**config.mk**
```make
export PLATFORM = sky130hd
export DESIGN_NAME = fp_cmp_pipe
export DESIGN_NICKNAME = d
export VERILOG_FILES = /design/src/rtl/fp_cmp_pipe.sv
export SDC_FILE = /design/constraint.sdc
export NUM_CORES = 1
export LEC_CHECK = 0
export BUFFER_PORTS_ARGS = -buffer_cell sky130_fd_sc_hd__buf_2
export CORE_ASPECT_RATIO = 1.75
export CORE_MARGIN = 4
export CORE_UTILIZATION = 40
export CTS_BUF_LIST = sky130_fd_sc_hd__clkbuf_4
export CTS_CLUSTER_DIAMETER = 200
export DETAILED_ROUTE_END_ITERATION = 8
export GPL_TIMING_DRIVEN = 0
export SLEW_MARGIN = 25
export SYNTH_ARGS = -nofsm -noshare
export SYNTH_HDL_FRONTEND = slang
export SYNTH_SLANG_ARGS = --single-unit
```
**constraint.sdc**
```tcl
create_clock -name clk -period 11.4 [get_ports clk]
set_clock_uncertainty 0.2 [all_clocks]
set_input_delay 2.28 -clock clk [delete_from_list [all_inputs] [get_ports clk]]
set_output_delay 2.28 -clock clk [all_outputs]
set_load 0.05 [all_outputs]
```
**src/rtl/fp_cmp_pipe.sv**
```systemverilog
// Two-stage IEEE-754 compare / min / max unit (FEQ, FLT, FLE, FMIN, FMAX) with
// valid/ready flow control on both sides and RISC-V-F NaN and invalid-flag rules.
module fp_cmp_pipe #(
    parameter int EXP_W = 8,
    parameter int MAN_W = 23,
    parameter int W     = 1 + EXP_W + MAN_W
) (
    input  logic         clk,
    input  logic         rst,
    input  logic         in_valid,
    output logic         in_ready,
    input  logic [W-1:0] read_data1,
    input  logic [W-1:0] read_data2,
    input  logic [2:0]   op,
    output logic         out_valid,
    input  logic         out_ready,
    output logic [W-1:0] cmpdata_out,
    output logic         nv_flag,
    output logic         illegal_op
);

    localparam logic [2:0] OP_FEQ  = 3'd0;
    localparam logic [2:0] OP_FLT  = 3'd1;
    localparam logic [2:0] OP_FLE  = 3'd2;
    localparam logic [2:0] OP_FMIN = 3'd3;
    localparam logic [2:0] OP_FMAX = 3'd4;

    localparam logic [W-1:0] QNAN = {1'b0, {EXP_W{1'b1}}, 1'b1, {(MAN_W-1){1'b0}}};

    typedef struct packed {
        logic nan;
        logic snan;
        logic zero;
        logic sign;
    } cls_t;

    function automatic cls_t classify(input logic [W-1:0] x);
        cls_t c;
        logic exp_ones;
        logic exp_zero;
        logic man_zero;
        exp_ones = &x[W-2 -: EXP_W];
        exp_zero = ~|x[W-2 -: EXP_W];
        man_zero = ~|x[MAN_W-1:0];
        c.nan    = exp_ones && !man_zero;
        c.snan   = c.nan && !x[MAN_W-1];
        c.zero   = exp_zero && man_zero;
        c.sign   = x[W-1];
        return c;
    endfunction

    // Stage 1 state
    logic         s1_valid_q;
    cls_t         cls_a_q, cls_b_q;
    logic         mag_lt_q, mag_eq_q;
    logic [2:0]   op_q;
    logic [W-1:0] a_q, b_q;

    // Stage 2 state
    logic         out_valid_q;
    logic [W-1:0] res_q, res_d;
    logic         nv_q, nv_d;
    logic         ill_q, ill_d;

    logic s2_adv;
    logic s1_load;

    assign s2_adv   = !out_valid_q || out_ready;
    assign in_ready = !s1_valid_q || s2_adv;
    assign s1_load  = in_valid && in_ready;

    // Ordering derived from the registered classification and magnitude compare
    logic both_zero, any_nan, any_snan;
    logic lt_cmp, eq_cmp, lt_tot;

    always_comb begin
        both_zero = cls_a_q.zero && cls_b_q.zero;
        any_nan   = cls_a_q.nan || cls_b_q.nan;
        any_snan  = cls_a_q.snan || cls_b_q.snan;
        lt_cmp    = 1'b0;
        lt_tot    = 1'b0;
        if (cls_a_q.sign != cls_b_q.sign) begin
            lt_cmp = cls_a_q.sign && !both_zero;
            lt_tot = cls_a_q.sign;
        end else if (!cls_a_q.sign) begin
            lt_cmp = mag_lt_q;
            lt_tot = mag_lt_q;
        end else begin
            lt_cmp = !mag_lt_q && !mag_eq_q;
            lt_tot = !mag_lt_q && !mag_eq_q;
        end
        eq_cmp = both_zero || ((cls_a_q.sign == cls_b_q.sign) && mag_eq_q);
    end

    // lt_tot orders -0 below +0, which only min/max care about
    always_comb begin
        res_d = '0;
        nv_d  = 1'b0;
        ill_d = 1'b0;
        case (op_q)
            OP_FEQ: begin
                res_d[0] = !any_nan && eq_cmp;
                nv_d     = any_snan;
            end
            OP_FLT: begin
                res_d[0] = !any_nan && lt_cmp;
                nv_d     = any_nan;
            end
            OP_FLE: begin
                res_d[0] = !any_nan && (lt_cmp || eq_cmp);
                nv_d     = any_nan;
            end
            OP_FMIN, OP_FMAX: begin
                nv_d = any_snan;
                if (cls_a_q.nan && cls_b_q.nan)
                    res_d = QNAN;
                else if (cls_a_q.nan)
                    res_d = b_q;
                else if (cls_b_q.nan)
                    res_d = a_q;
                else if (op_q == OP_FMIN)
                    res_d = lt_tot ? a_q : b_q;
                else
                    res_d = lt_tot ? b_q : a_q;
            end
            default: ill_d = 1'b1;
        endcase
    end

    always_ff @(posedge clk or posedge rst) begin
        if (rst) begin
            s1_valid_q <= 1'b0;
            cls_a_q    <= '0;
            cls_b_q    <= '0;
            mag_lt_q   <= 1'b0;
            mag_eq_q   <= 1'b0;
            op_q       <= '0;
            a_q        <= '0;
            b_q        <= '0;
        end else begin
            if (in_ready)
                s1_valid_q <= in_valid;
            if (s1_load) begin
                cls_a_q  <= classify(read_data1);
                cls_b_q  <= classify(read_data2);
                mag_lt_q <= read_data1[W-2:0] < read_data2[W-2:0];
                mag_eq_q <= read_data1[W-2:0] == read_data2[W-2:0];
                op_q     <= op;
                a_q      <= read_data1;
                b_q      <= read_data2;
            end
        end
    end

    // Result registers only move on a real transfer so a stalled result stays put
    always_ff @(posedge clk or posedge rst) begin
        if (rst) begin
            out_valid_q <= 1'b0;
            res_q       <= '0;
            nv_q        <= 1'b0;
            ill_q       <= 1'b0;
        end else if (s2_adv) begin
            out_valid_q <= s1_valid_q;
            if (s1_valid_q) begin
                res_q <= res_d;
                nv_q  <= nv_d;
                ill_q <= ill_d;
            end
        end
    end

    assign out_valid   = out_valid_q;
    assign cmpdata_out = res_q;
    assign nv_flag     = nv_q;
    assign illegal_op  = ill_q;

endmodule

```
==> summary.md <==
| Metric | Value |
|---|---|
| Worst-case reg-to-reg path depth | `10` |
| GR Util All Layers | `between 10% and 20%` |
| Port Buf Inserts | `approximately 110` |
| Arrival @ worst endpoint | `2800 ps` |
| Setup Fix Bufs, Post-CTS | `0` |
| Die W | `96.97 um` |
| Worst vdd ir | `around 0.064 mV` |
| Global-route wire length before repair | `approximately 24000 um` |
| Largest area contributor in the netlist | `dfrtp_1` |
| Register-to-register path setup slack | `8700 ps` |
| Die Outline Area | `15870 um^2` |
| Insertion delay to the later sink of the worst-skew pair | `450 ps` |
| Worst Slack Setup Final | `just over 6000 ps` |
| Post-Synthesis Mean Instance Area | `between 10 and 15 um^2` |
| Endpoint of the worst hold path | `cmpdata_out[30]$_DFFE_PP0P_` |
| Crit path buf inv count | `2` |
| Worst reg2reg endpoint | `cmpdata_out[2]$_DFFE_PP0P_` |
| Achievable clock frequency | `189.5 MHz` |
| Pre-CTS setup slack | `6117 ps` |
| Maximum number of pins on one net before global-route repair | `64` |
| Number of buffers added by the clock tree synthesis step | `9` |
| Overflow left after global routing | `0` |
| Number of stages on the worst hold path | `2` |
| First-pass iteration count of the detailed router | `4` |
| Cell class contributing the biggest share of worst-path delay | `buffers and inverters` |
| RSZ-0062 raised after global routing | `no` |
| Number of remaining DRC errors | `0` |
| Layout Area Growth over Synthesis | `16.60%` |
| Final hold vios | `0` |
| Start-to-end type of the worst setup path | `primary input to output pin` |
| DPL Wire Length | `approximately 12000 um` |
| Count of distinct cell types in the synthesized netlist | `40` |
| Status | `completed` |
| Element type at the critical path start | `primary input` |
| Critical path, cell by cell | `buf_2 > nand3b_1 > buf_2` |
| Top cell type's share of synthesized area | `50.14%` |
| Total number of yosys warnings | `0` |
| IO Count | `about 110` |
| Count of final max-slew check failures | `0` |
| Top cells by area, synth | `dfrtp_1, ha_1, mux2_2` |
| Ys async rst share | `100.0%` |
| Share of post-route cells with drive strength above 1 | `26.09%` |
| Highest cell delay on the worst timing path | `around 230 ps` |
| Number of nets produced by synthesis | `approximately 640` |
| Placeable core region | `13520 um^2` |
| Final total negative setup slack | `0 ps` |
| Beginning of the worst hold path | `cmpdata_out[30]$_DFFE_PP0P_` |
| Die Y-Extent | `163.7 um` |
| Starting density of the core | `approximately two fifths` |
| Final setup violation count | `0` |
| Mean routed wirelength per cell | `approximately 18 um` |
| Tightest slew margin relative to the limit | `roughly half` |
| Layout net count | `approximately 760` |
| Worst reg2reg path startpoint | `cls_a_q[0]$_DFFE_PP0P_` |
| Routed vias/inst | `5.316` |
| Vias in the first global route | `about 4700` |
| CP Data Required Time | `between 8000 and 9000 ps` |
| Quantity of hold-fixing buffers added after cts | `0` |
| Final worst path period need | `~5300 ps` |
| Post-Syn Instances | `540` |
| Remaining number of nets flagged by the antenna check after routing | `0` |
| TritonCTS clock tree | `built` |
| Final period utilization | `a little under half` |
| Number of clock sinks | `approximately 110` |
| Critical-path cell with the highest stage delay | `buf_2` |
| Most frequent cell on the critical path | `buf_2` |
| # rows | `56` |
| Part of the Yosys area used for sequential elements | `between 50% and 60%` |
| Routed WL | `roughly 15000 um` |
| Number of maximum-capacitance constraint violations | `0` |
| Number of buffers on the longest clock path | `2` |
| 1st-iter DRT viols | `between 150 and 200` |
| EDFF count, synth | `0` |
| Number of synthesized register bits | `~110` |
| Total vias in the final route | `4455` |
| Antenna violations before repair | `1` |
| Maximum fanout along the worst path | `3` |
| Top FF cell, synth | `dfrtp_1` |
| Worst Max-Slew Pin Slew | `between 700 and 800 ps` |
| Number of resized instances in the post-cts repair step | `0` |
| Placer congestion estimate | `between 0.9 and 1` |
| Class of the tightest hold or removal check | `register to register` |
| H-tree levels | `3` |
| Crit path capture type | `output pin` |
| Clock slew at the register clock pins of the worst setup and hold paths | `160 ps` |
| Static leakage power | `approximately 3.2 nW` |
| Total power divided by cell area | `~160 nW/um^2` |
| Root buffer cell | `clkbuf_4` |
| Mapped Area | `~5500 um^2` |
[Yosys cell counts, types with 2 or more instances]
| cell | instances |
|---|---|
| nand2b_1 | 5 |
| inv_1 | 38 |
| clkbuf_1 | 16 |
| a31oi_1 | 3 |
| a211oi_1 | 5 |
| o21ai_0 | 42 |
| o31ai_2 | 2 |
| a21oi_1 | 15 |
| o21bai_1 | 2 |
| nor2_1 | 12 |
| nor4_1 | 14 |
| dfrtp_1 | 111 |
| nand4_1 | 10 |
| buf_2 | 4 |
| nor3_1 | 2 |
| o221ai_1 | 9 |
| o211ai_1 | 2 |
| nand2_1 | 95 |
| mux2_2 | 36 |
| mux2i_1 | 22 |
| nand3_1 | 12 |
| nand3b_1 | 3 |
| or4_1 | 4 |
| o31ai_1 | 2 |
| a21o_1 | 4 |
| o21ai_1 | 21 |
| buf_12 | 2 |
| buf_6 | 3 |
| ha_1 | 33 |
[how the worst max path moves through the flow]
| stage | start | to | cells after the start |
|---|---|---|---|
| final | out_ready | in_ready | 3 |
| after CTS | out_ready | in_ready | 3 |
| after floorplan | rst | a_q[0]$_DFFE_PP0P_ | 1 |
| after global placement | rst | cmpdata_out[8]$_DFFE_PP0P_ | 2 |
| after global routing | out_ready | in_ready | 3 |
| after detailed placement | out_ready | in_ready | 3 |
[power breakdown]
group / internal (mW) / switching (mW)
registers: 0.450 / 0.0311
clock network: 0.0737 / 0.125
logic: 0.114 / 0.213
[logic make-up after synthesis]
family | share of synthesized area [%]
and+or+nand+nor | 13.35
AOI/OAI and AO/OA | 12.19
DFF | 50.14
buffers and inverters | 5.420
muxes | 11.29
adders and majority gates | 7.453
xor gates and xnor gates | 0.1581
[sequential cells by signal, indices dropped and copies added (netlist names)]
| name | cells |
|---|---|
| nv_flag | 1 |
| op_q | 3 |
| cls_b_q | 4 |
| b_q | 31 |
| s1_valid_q | 1 |
| mag_lt_q | 1 |
| cls_a_q | 4 |
| out_valid | 1 |
| mag_eq_q | 1 |
| a_q | 31 |
| cmpdata_out | 32 |
| illegal_op | 1 |
[per-layer routing]
metal | part of all wire (%) | GRT usage, % | vias to the layer above
li1 | - | - | 2135
met1 | 38 | 21.19 | 2186
met2 | 56 | 36.70 | 106
met3 | 3.4 | 2.650 | 28
met4 | 2.3 | 6.709 | 0
met5 | 0 | 0 | -
[cells in the final DEF (no fill, tap or decap), types with 5 or more instances in the layout]
| cell type | count |
|---|---|
| a21oi_1 | 15 |
| buf_2 | 110 |
| ha_1 | 33 |
| o21ai_1 | 21 |
| mux2i_1 | 22 |
| nor2_1 | 12 |
| clkbuf_1 | 16 |
| nand3_1 | 12 |
| mux2_2 | 36 |
| nand2b_1 | 5 |
| clkbuf_4 | 12 |
| nor4_1 | 14 |
| o221ai_1 | 9 |
| inv_1 | 37 |
| a211oi_1 | 5 |
| nand4_1 | 10 |
| nand2_1 | 95 |
| o21ai_0 | 42 |
| dfrtp_1 | 111 |
[per-stage QoR]
stage | power (mW) | cell area (um^2) | hold slack [ps] | utilization, % | std cells
global placement | 0.8107 | 6289 | 247.2 | 46.50 | 820
global route | 1.063 | 6460 | 308.3 | 47.77 | 838
CTS | 1.020 | 6457 | 285.6 | 47.75 | 837
finish | 1.006 | 6460 | 278.9 | 47.77 | 838
floorplan | 0.7217 | 5540 | 249.2 | - | 540
detailed placement | 0.8206 | 6321 | 251.1 | 46.74 | 821
[worst reg2reg max path, delay by kind of cell, from the launching register on]
family          cells  cell delay (ps)
mux                 1              300
buf+inv             4              490
fa+ha+maj           1              360
compound gates      4              850
flops               1              400
[layout make-up]
class	count	area [um^2]
clock buffers	12	90.09
multi-input cells	365	2462
diodes	1	2.502
inverters	38	147.6
clock inverters	4	46.29
well taps	174	217.7
fillers	1321	7063
plain buffers	26	157.7
repair buffers	107	558.0
flip-flops and latches	111	2778
(Power assumes the default switching activity.)
